[src/rtl/pc_unit_if.sv]
// Fetch-stage PC bus: redirect requests in, current PC and RAS status out.
// The fetch/control side is the master; pc_unit is the slave.
interface pc_unit_if #(
    parameter int W = 32
);
    logic         stall;
    logic         exc;
    logic         br_taken;
    logic [W-1:0] br_target;
    logic         jmp;
    logic [W-1:0] jmp_target;
    logic         call;
    logic         ret;
    logic [W-1:0] ret_target;
    logic [W-1:0] pc_out;
    logic [W-1:0] pc_plus;
    logic         ras_empty;
    logic         ras_full;
    logic         ras_underflow;

    modport master (
        output stall, exc, br_taken, br_target, jmp, jmp_target,
               call, ret, ret_target,
        input  pc_out, pc_plus, ras_empty, ras_full, ras_underflow
    );

    modport slave (
        input  stall, exc, br_taken, br_target, jmp, jmp_target,
               call, ret, ret_target,
        output pc_out, pc_plus, ras_empty, ras_full, ras_underflow
    );
endinterface

[src/rtl/pc_unit.sv]
// Program-counter unit with prioritised next-PC selection.
// Define PC_RAS_EN to build the return-address stack for call/return prediction.
module pc_unit #(
    parameter int           W         = 32,
    parameter int           INC       = 4,
    parameter logic [W-1:0] RESET_VEC = W'(32'h0000_0000),
    parameter logic [W-1:0] EXC_VEC   = W'(32'h8000_0180),
    parameter int           RAS_DEPTH = 4
) (
    input logic     clk,
    input logic     rst,
    pc_unit_if.slave bus
);
    localparam logic [W-1:0] INC_W = W'(INC);

    logic [W-1:0] pc;
    logic [W-1:0] pc_plus;
    logic [W-1:0] pc_next;
    logic [W-1:0] ret_addr;
    logic         accept;

    assign pc_plus     = pc + INC_W;
    assign accept      = !bus.exc && !bus.stall;
    assign bus.pc_out  = pc;
    assign bus.pc_plus = pc_plus;

`ifdef PC_RAS_EN
    localparam int PTR_W = (RAS_DEPTH > 1) ? $clog2(RAS_DEPTH) : 1;
    localparam int CNT_W = $clog2(RAS_DEPTH + 1);
    localparam logic [CNT_W-1:0] FULL_CNT = CNT_W'(RAS_DEPTH);

    logic [W-1:0]     ras_mem [RAS_DEPTH];
    logic [PTR_W-1:0] top;
    logic [PTR_W-1:0] top_inc;
    logic [PTR_W-1:0] top_dec;
    logic [CNT_W-1:0] count;
    logic             underflow_q;
    logic             ras_has;
    logic             do_ret;
    logic             do_call;

    assign top_inc = top + 1'b1;
    assign top_dec = top - 1'b1;
    assign ras_has = (count != '0);
    assign do_ret  = accept && bus.ret;
    assign do_call = accept && bus.jmp && bus.call;
    assign ret_addr = ras_has ? ras_mem[top] : bus.ret_target;

    assign bus.ras_empty     = !ras_has;
    assign bus.ras_full      = (count == FULL_CNT);
    assign bus.ras_underflow = underflow_q;

    // ret+call with a live top swaps the top entry in place; an empty
    // stack makes the same combination degrade to a plain push.
    always_ff @(posedge clk or posedge rst) begin
        if (rst) begin
            top         <= '0;
            count       <= '0;
            underflow_q <= 1'b0;
            for (int i = 0; i < RAS_DEPTH; i++) begin
                ras_mem[i] <= '0;
            end
        end else begin
            underflow_q <= do_ret && !ras_has;
            if (do_ret && do_call && ras_has) begin
                ras_mem[top] <= pc_plus;
            end else if (do_call) begin
                ras_mem[top_inc] <= pc_plus;
                top              <= top_inc;
                if (count != FULL_CNT) begin
                    count <= count + 1'b1;
                end
            end else if (do_ret && ras_has) begin
                top   <= top_dec;
                count <= count - 1'b1;
            end
        end
    end
`else
    logic unused_call;

    assign unused_call       = &{1'b0, bus.call};
    assign ret_addr          = bus.ret_target;
    assign bus.ras_empty     = 1'b1;
    assign bus.ras_full      = 1'b0;
    assign bus.ras_underflow = 1'b0;
`endif

    // Exception beats stall; stall freezes the PC outright.
    always_comb begin
        pc_next = pc_plus;
        if (bus.exc) begin
            pc_next = EXC_VEC;
        end else if (bus.stall) begin
            pc_next = pc;
        end else if (bus.ret) begin
            pc_next = ret_addr;
        end else if (bus.jmp) begin
            pc_next = bus.jmp_target;
        end else if (bus.br_taken) begin
            pc_next = bus.br_target;
        end
    end

    always_ff @(posedge clk or posedge rst) begin
        if (rst) begin
            pc <= RESET_VEC;
        end else begin
            pc <= pc_next;
        end
    end
endmodule

[src/flat_wrapper.sv]
// flat-port wrapper written by rule: the top's interface ports become plain ports
module pc_unit_flat 
#(
    parameter int           W         = 32,
    parameter int           INC       = 4,
    parameter logic [W-1:0] RESET_VEC = W'(32'h0000_0000),
    parameter logic [W-1:0] EXC_VEC   = W'(32'h8000_0180),
    parameter int           RAS_DEPTH = 4
)
  (clk, rst, bus_stall, bus_exc, bus_br_taken, bus_br_target, bus_jmp, bus_jmp_target, bus_call, bus_ret, bus_ret_target, bus_pc_out, bus_pc_plus, bus_ras_empty, bus_ras_full, bus_ras_underflow);
  pc_unit_if #(.W(W)) bus_i ();
  input logic clk;
  input logic rst;
  input wire logic [$bits(bus_i.stall)-1:0] bus_stall;
  input wire logic [$bits(bus_i.exc)-1:0] bus_exc;
  input wire logic [$bits(bus_i.br_taken)-1:0] bus_br_taken;
  input wire logic [$bits(bus_i.br_target)-1:0] bus_br_target;
  input wire logic [$bits(bus_i.jmp)-1:0] bus_jmp;
  input wire logic [$bits(bus_i.jmp_target)-1:0] bus_jmp_target;
  input wire logic [$bits(bus_i.call)-1:0] bus_call;
  input wire logic [$bits(bus_i.ret)-1:0] bus_ret;
  input wire logic [$bits(bus_i.ret_target)-1:0] bus_ret_target;
  output wire logic [$bits(bus_i.pc_out)-1:0] bus_pc_out;
  output wire logic [$bits(bus_i.pc_plus)-1:0] bus_pc_plus;
  output wire logic [$bits(bus_i.ras_empty)-1:0] bus_ras_empty;
  output wire logic [$bits(bus_i.ras_full)-1:0] bus_ras_full;
  output wire logic [$bits(bus_i.ras_underflow)-1:0] bus_ras_underflow;
  assign bus_i.stall = bus_stall;
  assign bus_i.exc = bus_exc;
  assign bus_i.br_taken = bus_br_taken;
  assign bus_i.br_target = bus_br_target;
  assign bus_i.jmp = bus_jmp;
  assign bus_i.jmp_target = bus_jmp_target;
  assign bus_i.call = bus_call;
  assign bus_i.ret = bus_ret;
  assign bus_i.ret_target = bus_ret_target;
  assign bus_pc_out = bus_i.pc_out;
  assign bus_pc_plus = bus_i.pc_plus;
  assign bus_ras_empty = bus_i.ras_empty;
  assign bus_ras_full = bus_i.ras_full;
  assign bus_ras_underflow = bus_i.ras_underflow;
  pc_unit #(.W(W), .INC(INC), .RESET_VEC(RESET_VEC), .EXC_VEC(EXC_VEC), .RAS_DEPTH(RAS_DEPTH)) u_core (.clk(clk), .rst(rst), .bus(bus_i));
endmodule
[config.mk]
export PLATFORM = sky130hd
export DESIGN_NAME = pc_unit_flat
export DESIGN_NICKNAME = d
export VERILOG_FILES = /design/src/rtl/pc_unit_if.sv /design/src/rtl/pc_unit.sv /design/src/flat_wrapper.sv
export SDC_FILE = /design/constraint.sdc
export NUM_CORES = 1
export LEC_CHECK = 0
export CAP_MARGIN = 20
export CORE_AREA = 2 2 110 85
export DETAILED_ROUTE_END_ITERATION = 10
export DIE_AREA = 0 0 112 87
export PLACE_DENSITY = 0.77
export SYNTH_ARGS = -nofsm -noshare
export SYNTH_HDL_FRONTEND = slang
export SYNTH_SLANG_ARGS = --single-unit
export TNS_END_PERCENT = 30
[constraint.sdc]
create_clock -name clk -period 2.2 [get_ports clk]
set_clock_uncertainty 0.2 [all_clocks]
set_input_delay 0.22 -clock clk [delete_from_list [all_inputs] [get_ports clk]]
set_output_delay 0.22 -clock clk [all_outputs]
set_load 0.01 [all_outputs]
==> summary.md, run 1 <==
| Metric | Value |
|---|---|
| Status | `finished, violations left` |
| Failing checks | `setup timing` |
| Post-CTS Hold Buffers | `0` |
| Initial core utilization | `33.7%` |
| GRT Total Usage | `26.1%` |
| Crit path kind | `flip-flop to primary output` |
| Least-Margin Pin Slew | `643 ps` |
| Average cell area after synthesis | `7.69 µm²` |
| Top post-synthesis cells by count | `34 x nand2_1, 32 x dfrtp_1, 32 x nor2_1` |
| Port buffer count | `166` |
| IO Count | `171` |
| First-pass GRT wire length | `20.4 mm` |
| Count of final hold-check violations | `0` |
| Ranking of synthesized cells by area | `dfrtp_1 27%, a21oi_1 5.1%, nand2_1 4.3%` |
| Gate Count Post-Synth | `385` |
| Startpoint Class | `flip-flop` |
| Power per cell area | `395 nW/µm²` |
| Routed len/inst | `18.4 µm` |
| Synth Flop Type | `dfrtp_1` |
| Layout cells sized above 1 | `29.8%` |
| Largest net degree at the start of global routing | `33` |
| Via count of the first global-routing pass | `4067` |
| CTS tree | `built` |
| H-tree levels | `2` |
| Root Buffer | `clkbuf_16` |
| Mapped cell area | `2960 µm²` |
| Count leader, synth | `nand2_1` |
| Critical R2R Launch | `u_core.bus.pc_out[21]` |
| Reg2Reg Depth | `8` |
| CTS buffer count | `5` |
| Max-cap viol count | `0` |
| Worst Setup Slack, final | `-398 ps` |
| R2r endpoint | `u_core.bus.pc_out[25]` |
| CP startpoint | `u_core.bus.pc_out[21]` |
| Hold Slack | `143 ps` |
| Clk_lat worst skew | `280 ps` |
| Switching Share | `30.4%` |
| Final setup vio count | `21` |
| Critical path required time | `1780 ps` |
| DP HPWL | `10.0 mm` |
| Ys async rst share | `100%` |
| Design Area, Final | `5770 µm²` |
| FMAX | `385 MHz` |
| Die W | `112 µm` |
| Internal Power | `1.59 mW` |
| Worst EP arrival | `2180 ps` |
| NetSw | `0.694 mW` |
| DRT Pass-1 Iters | `5` |
| Core Rows | `30` |
| Post-synth EDFFs | `0` |
| Dominant cell type by area after synthesis | `dfrtp_1` |
| Vias per cell | `5.61` |
| DRC | `0` |
| Core Region | `8780 µm²` |
| TritonCTS Sinks | `32` |
| Critical path fanouts, max | `5` |
| LEAKAGE | `2.55 nW` |
| Synth-to-Final Area Change | `94.7%` |
| Unrepaired setup endpoints after global routing | `true` |
| Reg2Reg Setup Slack | `-190 ps` |
| CP endpoint kind | `primary output` |
| Critical Path End | `bus_pc_plus[25]` |
| Yosys top cell area share | `27.0%` |
| Placed cells | `710` |
| Total gr overflow | `0` |
| # diodes | `0` |
| Final antenna-violating net count | `0` |
| Yosys Warn Count | `0` |
| Slew headroom | `57.0%` |
| Max Root-Sink Buffers | `2` |
| Clock-pin slew on the worst setup and hold paths | `60 ps` |
| Filler instances | `735` |
| Final Max Tran Viols | `0` |
| HP Class | `primary input to async pin` |
| Post-route clock period utilization | `118%` |
| Initial antenna violation count | `0` |
| Via count | `4166` |
| Yosys reg bits | `32` |
| Post-synthesis sequential area ratio | `27.0%` |
| Drt initial violations | `357` |
| Power consumption | `2.28 mW` |
| Peak supply drop | `0.000398 V` |
| Post-synthesis cell type count | `53` |
| Sequential group share of total power | `29.6%` |
| Max reg flops | `32` |
| Layout Nets | `734` |
| Fin crit period | `2600 ps` |
| Combinational share of power | `39.6%` |
| Chip Height | `87 µm` |
| Final Instance Count excl. Fillers | `742` |
| Clock power share | `30.9%` |
| Setup slack at placement | `-426 ps` |
| WL final | `13.7 mm` |
| Placed cell areas | `5270 µm²` |
| Final Core Density | `65.6%` |
| GP Congestion | `0.952` |
| Die area | `9740 µm²` |
| Setup_tns | `-3860 ps` |
[per-layer routing]
metal / wire, µm / track usage [%]
met3: 1120 / 5.01
met4: 252 / 7.65
met5: 0 / 0
met1: 5740 / 34.8
met2: 6570 / 43.8
[what timing repair did]
action	CTS	global route
setup buffers	13	13
pin swaps	23	20
gates resized for setup	114	32
endpoints found under the setup margin	29	33
[layout make-up]
cell class / instances / area, µm² / share of cell area (%)
flip-flops and latches: 32 / 805 / 14.0
clock buffers: 8 / 146 / 2.54
multi-input cells: 303 / 2210 / 38.3
inverters: 16 / 60.1 / 1.04
well taps: 112 / 140 / 2.43
repair buffers: 271 / 2410 / 41.7
[power by group through the flow]
| stage | clock, mW | sequential, mW | combinational (mW) |
|---|---|---|---|
| global placement | 0 | 0.674 | 0.870 |
| global route | 0.737 | 0.679 | 0.960 |
| CTS | 0.707 | 0.669 | 0.877 |
| finish | 0.704 | 0.674 | 0.902 |
| floorplan | 0 | 0.714 | 0.308 |
| detailed placement | 0 | 0.677 | 0.879 |
[placed cells by master, fill, tap and decap left out, types with 8 or more instances in the layout]
cell             count
a21oi_1             29
a221o_1             10
a221oi_1            13
buf_2               17
buf_4               95
clkdlybuf4s50_1    138
dfrtp_1             29
inv_1               16
nand2_1             31
nand2b_1            12
nor2_1              29
nor3_1              13
o21ai_0             16
o22ai_1             11
xnor2_1              8
[worst min path at each step]
stage                     startpoint               endpoint  slack (ps)  cells after the start
2_1_floorplan                    rst   u_core.bus.pc_out[0]         140                      1
3_3_place_gp   u_core.bus.pc_out[30]  u_core.bus.pc_out[30]         330                      1
3_5_place_dp   u_core.bus.pc_out[30]  u_core.bus.pc_out[30]         360                      1
4_1_cts                          rst  u_core.bus.pc_out[28]         170                      3
5_1_grt                          rst  u_core.bus.pc_out[27]         200                      3
6_report                         rst  u_core.bus.pc_out[28]         140                      3
[worst max-delay path: stages, from the launching register on]
cell and delay, ps:
dfrtp_1 360, nand4_1 150, or4_4 560, buf_12 160
buf_8 120, nor3_4 190, xor2_2 190, buf_2 160
[cells by family after synthesis]
family | synth area share [%]
AOI/OAI and AO/OA | 29.2
xor gates and xnor gates | 7.65
adders and majority gates | 0.422
buffers and inverters | 7.48
DFF | 27.0
muxes | 1.01
other | 0.254
and+or+nand+nor | 26.9
(Power assumes the default switching activity.)
==> run 2: changes to the inputs <==
CORE_AREA = 2 2 88 69   (was 2 2 110 85)
DIE_AREA = 0 0 90 71   (was 0 0 112 87)
DONT_BUFFER_PORTS = 1   (was default)
PLACE_DENSITY = 0.73   (was 0.77)
==> run 2 against run 1 <==
Against the previous run: first-iteration DRC count down 1.1%; flip-flop and latch count unchanged; clock-buffer cell count down 2; sequential share of layout area up 6.6 points; power down 21%; the run ends with hold timing, setup timing left; hold slack worse by 150 ps; register-to-register slack better by 50 ps; worst setup slack better by 170 ps; clock power down 19%; cell area down 32%.
==> summary.md, run 2 (synthesis results as in run 1) <==
| Metric | Value |
|---|---|
| Final setup vio count | `18` |
| Worst EP arrival | `2000 ps` |
| HP Class | `primary input to flip-flop` |
| GRT Total Usage | `34.7%` |
| Die area | `6390 µm²` |
| Reg2Reg Depth | `7` |
| Die W | `90 µm` |
| Power consumption | `1.79 mW` |
| Vias per cell | `6.79` |
| Chip Height | `71 µm` |
| Core Region | `5590 µm²` |
| Critical path fanouts, max | `8` |
| Clock-pin slew on the worst setup and hold paths | `70 ps` |
| WL met3 | `1.54 mm` |
| Status | `finished, violations left` |
| Most frequent cells in the layout | `64 x buf_4, 32 x nor2_1, 30 x nand2_1, 30 x a21oi_1, 30 x dfrtp_1` |
| Post-route clock period utilization | `110%` |
| Crit path kind | `flip-flop to primary output` |
| Detailed-route wire length on metal 1 | `4.47 mm` |
| Synth-to-Final Area Change | `32.1%` |
| # diodes | `0` |
| First-pass GRT wire length | `17.5 mm` |
| Clk_lat worst skew | `290 ps` |
| R2r endpoint | `u_core.bus.pc_out[26]` |
| H-tree levels | `2` |
| Setup slack at placement | `48.5 ps` |
| DR WL met2 | `5.22 mm` |
| Top sig layer | `met5` |
| Startpoint Class | `flip-flop` |
| Design Area, Final | `3910 µm²` |
| CP startpoint | `u_core.bus.pc_out[20]` |
| Least-Margin Pin Slew | `1040 ps` |
| Count of final hold-check violations | `1` |
| Initial core utilization | `53.0%` |
| DRC | `0` |
| IO Count | `171` |
| Final antenna-violating net count | `0` |
| Largest net degree at the start of global routing | `35` |
| Routed len/inst | `21.9 µm` |
| CTS tree | `built` |
| Power per cell area | `458 nW/µm²` |
| Critical path required time | `1780 ps` |
| Max-cap viol count | `0` |
| Critical R2R Launch | `u_core.bus.pc_out[20]` |
| Fin crit period | `2420 ps` |
| Drt initial violations | `353` |
| Layout cells sized above 1 | `24.9%` |
| FMAX | `412 MHz` |
| WL final | `11.5 mm` |
| CP endpoint kind | `primary output` |
| Total gr overflow | `0` |
| Final Max Tran Viols | `0` |
| Initial antenna violation count | `1` |
| Root Buffer | `clkbuf_8` |
| Peak supply drop | `0.000333 V` |
| Failing checks | `hold timing, setup timing` |
| Commonest non-fill, non-tap cell in the layout | `buf_4` |
| Placed cell areas | `3370 µm²` |
| DRT Pass-1 Iters | `5` |
| Unrepaired setup endpoints after global routing | `true` |
| Via count | `3576` |
| Reg2Reg Setup Slack | `-140 ps` |
| Port buffer count | `0` |
| Worst Setup Slack, final | `-224 ps` |
| Via count of the first global-routing pass | `3382` |
| CTS buffer count | `5` |
| Hold Slack | `-2.74 ps` |
| Core Rows | `24` |
| GP Congestion | `0.914` |
| Final Core Density | `70.0%` |
| LEAKAGE | `1.73 nW` |
| Max reg flops | `32` |
| Max Root-Sink Buffers | `2` |
| TritonCTS Sinks | `32` |
| Layout Nets | `553` |
| Slew headroom | `30.7%` |
| DP HPWL | `7.81 mm` |
| Critical Path End | `bus_pc_plus[26]` |
run 2: final cells by class:
type / count / area [µm²]
Fill cell: 479 / 1670
Clock inverter: 2 / 35.0
Sequential cell: 32 / 803
Inverter: 16 / 60.1
Tap cell: 78 / 97.6
Multi-Input combinational cell: 303 / 2090
Clock buffer: 6 / 72.6
Timing Repair Buffer: 90 / 753
run 2: layer usage:
layer / vias to the layer above / track usage, %
met5: - / 0
met4: 2 / 11.1
met3: 30 / 9.48
met2: 266 / 56.2
met1: 1719 / 45.7
li1: 1559 / -
run 2: worst max-delay path: stages (launching register included):
cell	delay [ps]
dfrtp_1	370
nand4_1	130
or4_4	600
nor4_4	240
xor2_2	240
buf_12	130
run 2: power by group:
| group | switching [mW] | internal (mW) |
|---|---|---|
| combinational | 0.309 | 0.242 |
| clock | 0.231 | 0.336 |
| sequential | 0.0422 | 0.631 |
run 2: worst min path at each step:
stage                             startpoint                     to  slack, ps  cells after the start
after floorplan                          rst   u_core.bus.pc_out[0]        140                      1
after CTS                          bus_stall  u_core.bus.pc_out[16]          2                      2
final                     bus_ret_target[22]  u_core.bus.pc_out[22]         -3                      2
after global placement                   rst  u_core.bus.pc_out[25]          1                      1
after detailed placement                 rst  u_core.bus.pc_out[26]          9                      1
after global routing        bus_br_target[5]   u_core.bus.pc_out[5]         10                      2
run 2: metrics by stage:
stage               cells  TNS (ps)
finish                527     -2350
detailed placement    485         0
global route          527     -3850
floorplan             386     -16.1
global placement      485         0
CTS                   523     -1990
run 2: what timing repair did:
action                     4_1_cts  5_1_grt
resized for setup               11       15
pin swaps                        3        4
buffers inserted                 5        4
hold buffers                    25        0
hold endpoints to repair        38        0
setup endpoints to repair       19       30
==> run 3: changes to the inputs <==
REMOVE_ABC_BUFFERS = 1   (was default)
==> run 3 against run 2 <==
Against the previous run: clock-buffer cell count unchanged; cell area is 0.58% higher; utilization up 0.40 points; critical path depth unchanged; hold slack worse by 12 ps; the flow still finishes with violations (hold timing, setup timing).
==> summary.md, run 3 (synthesis results as in run 1) <==
| Metric | Value |
|---|---|
| Failing checks | `hold timing, setup timing` |
| Count of final hold-check violations | `6` |
| Clk_lat worst skew | `300 ps` |
| H-tree levels | `2` |
| First-pass GRT wire length | `17.7 mm` |
| TritonCTS Sinks | `32` |
| Final Max Tran Viols | `0` |
| Least-Margin Pin Slew | `1180 ps` |
| Via count of the first global-routing pass | `3448` |
| Clock-pin slew on the worst setup and hold paths | `80 ps` |
| Core Region | `5590 µm²` |
| Worst Setup Slack, final | `-316 ps` |
| Critical path fanouts, max | `8` |
| GRT Total Usage | `35.1%` |
| CTS buffer count | `5` |
| LEAKAGE | `1.73 nW` |
| GP Congestion | `0.875` |
| Startpoint Class | `flip-flop` |
| HP Class | `primary input to flip-flop` |
| Synth-to-Final Area Change | `32.8%` |
| Crit path kind | `flip-flop to primary output` |
| Die area | `6390 µm²` |
| Die W | `90 µm` |
| Hold Path Origin | `bus_br_taken` |
| Layout cells sized above 1 | `23.6%` |
| Placed cell areas | `3280 µm²` |
| Setup_tns | `-2370 ps` |
| M1 GR Usage | `45.2%` |
| Layout Nets | `554` |
| CTS tree | `built` |
| Unrepaired setup endpoints after global routing | `true` |
| DRC | `0` |
| CP endpoint kind | `primary output` |
| GR Layer Usage met2 | `60.1%` |
| Fin crit period | `2520 ps` |
| Worst EP arrival | `2100 ps` |
| FMAX | `397 MHz` |
| IO Count | `171` |
| Post-route clock period utilization | `114%` |
| Largest net degree at the start of global routing | `37` |
| Gr busiest metal | `met2` |
| DRT Pass-1 Iters | `7` |
| Root Buffer | `clkbuf_8` |
| M3 GR Usage | `7.35%` |
| Chip Height | `71 µm` |
| Final antenna-violating net count | `0` |
| Power per cell area | `429 nW/µm²` |
| Most frequent cells in the layout | `60 x buf_4, 32 x nor2_1, 32 x dfrtp_1` |
| CP startpoint | `u_core.bus.pc_out[21]` |
| Vias per cell | `6.80` |
| Max-cap viol count | `0` |
| Routed len/inst | `22.6 µm` |
| Core Rows | `24` |
| Peak supply drop | `0.000245 V` |
| DP HPWL | `7.70 mm` |
| Slew headroom | `21.2%` |
| Status | `finished, violations left` |
| Port buffer count | `0` |
| Drt initial violations | `383` |
| WL final | `11.9 mm` |
| Critical path required time | `1780 ps` |
| Initial antenna violation count | `0` |
| Design Area, Final | `3930 µm²` |
| Final setup vio count | `18` |
| Total gr overflow | `0` |
| Max reg flops | `32` |
| Via count | `3586` |
| Critical R2R Launch | `u_core.bus.pc_out[21]` |
| Hold Slack | `-15.1 ps` |
| Initial core utilization | `53.0%` |
| Commonest non-fill, non-tap cell in the layout | `buf_4` |
| # diodes | `0` |
| Max Root-Sink Buffers | `2` |
run 3: what timing repair did:
item / CTS / global route
endpoints found under the setup margin: 20 / 28
setup buffers: 2 / 13
pin swaps: 3 / 8
gates resized for setup: 17 / 22
hold buffers: 26 / 1
hold endpoints to repair: 57 / 1
run 3: metrics by stage:
step | setup WS, ps | instances | utilization [%] | power (mW)
2_1_floorplan | -123 | 351 | - | 0.966
5_1_grt | -341 | 527 | 70.4 | 1.75
6_report | -316 | 527 | 70.4 | 1.69
4_1_cts | -250 | 514 | 66.5 | 1.63
3_3_place_gp | 26.8 | 479 | 58.7 | 1.12
3_5_place_dp | -24.6 | 479 | 58.7 | 1.13
run 3: worst paths after layout:
| kind | endpoint | slack, ps | cells past startpoint |
|---|---|---|---|
| worst max-delay path | bus_pc_plus[31] | -320 | 5 |
| worst min-delay path | u_core.bus.pc_out[8] | -20 | 2 |
| worst max register to register | u_core.bus.pc_out[26] | -50 | 5 |
| worst min register to register | u_core.bus.pc_out[30] | 430 | 1 |
| max in group asynchronous | u_core.bus.pc_out[1] | 1200 | 3 |
| min in group asynchronous | u_core.bus.pc_out[23] | 270 | 3 |
run 3: worst max-delay path, cell delays in order, from the launching register on:
cell	delay (ps)
dfrtp_1	380
nand4_1	150
or4_4	600
and4bb_2	370
xor2_1	160
buf_4	140
run 3: per-layer routing:
metal  up-vias  wire, µm
li1       1566         -
met1      1746      4800
met2       245      5770
met3        29      1100
met4         0       250
met5         -         0
run 3: layout make-up:
class,instances,area [µm²]
clock inverter,1,5.00
inverter,16,60.1
sequential,32,801
tap,78,97.6
fill,475,1650
timing repair buffer,91,768
clock buffer,6,72.6
multi-input combinational,303,2130
run 3: where the power goes:
group          switching (mW)  internal, mW  total (mW)
Sequential             0.0494         0.630       0.680
Clock                   0.243         0.215       0.458
Combinational           0.309         0.240       0.549
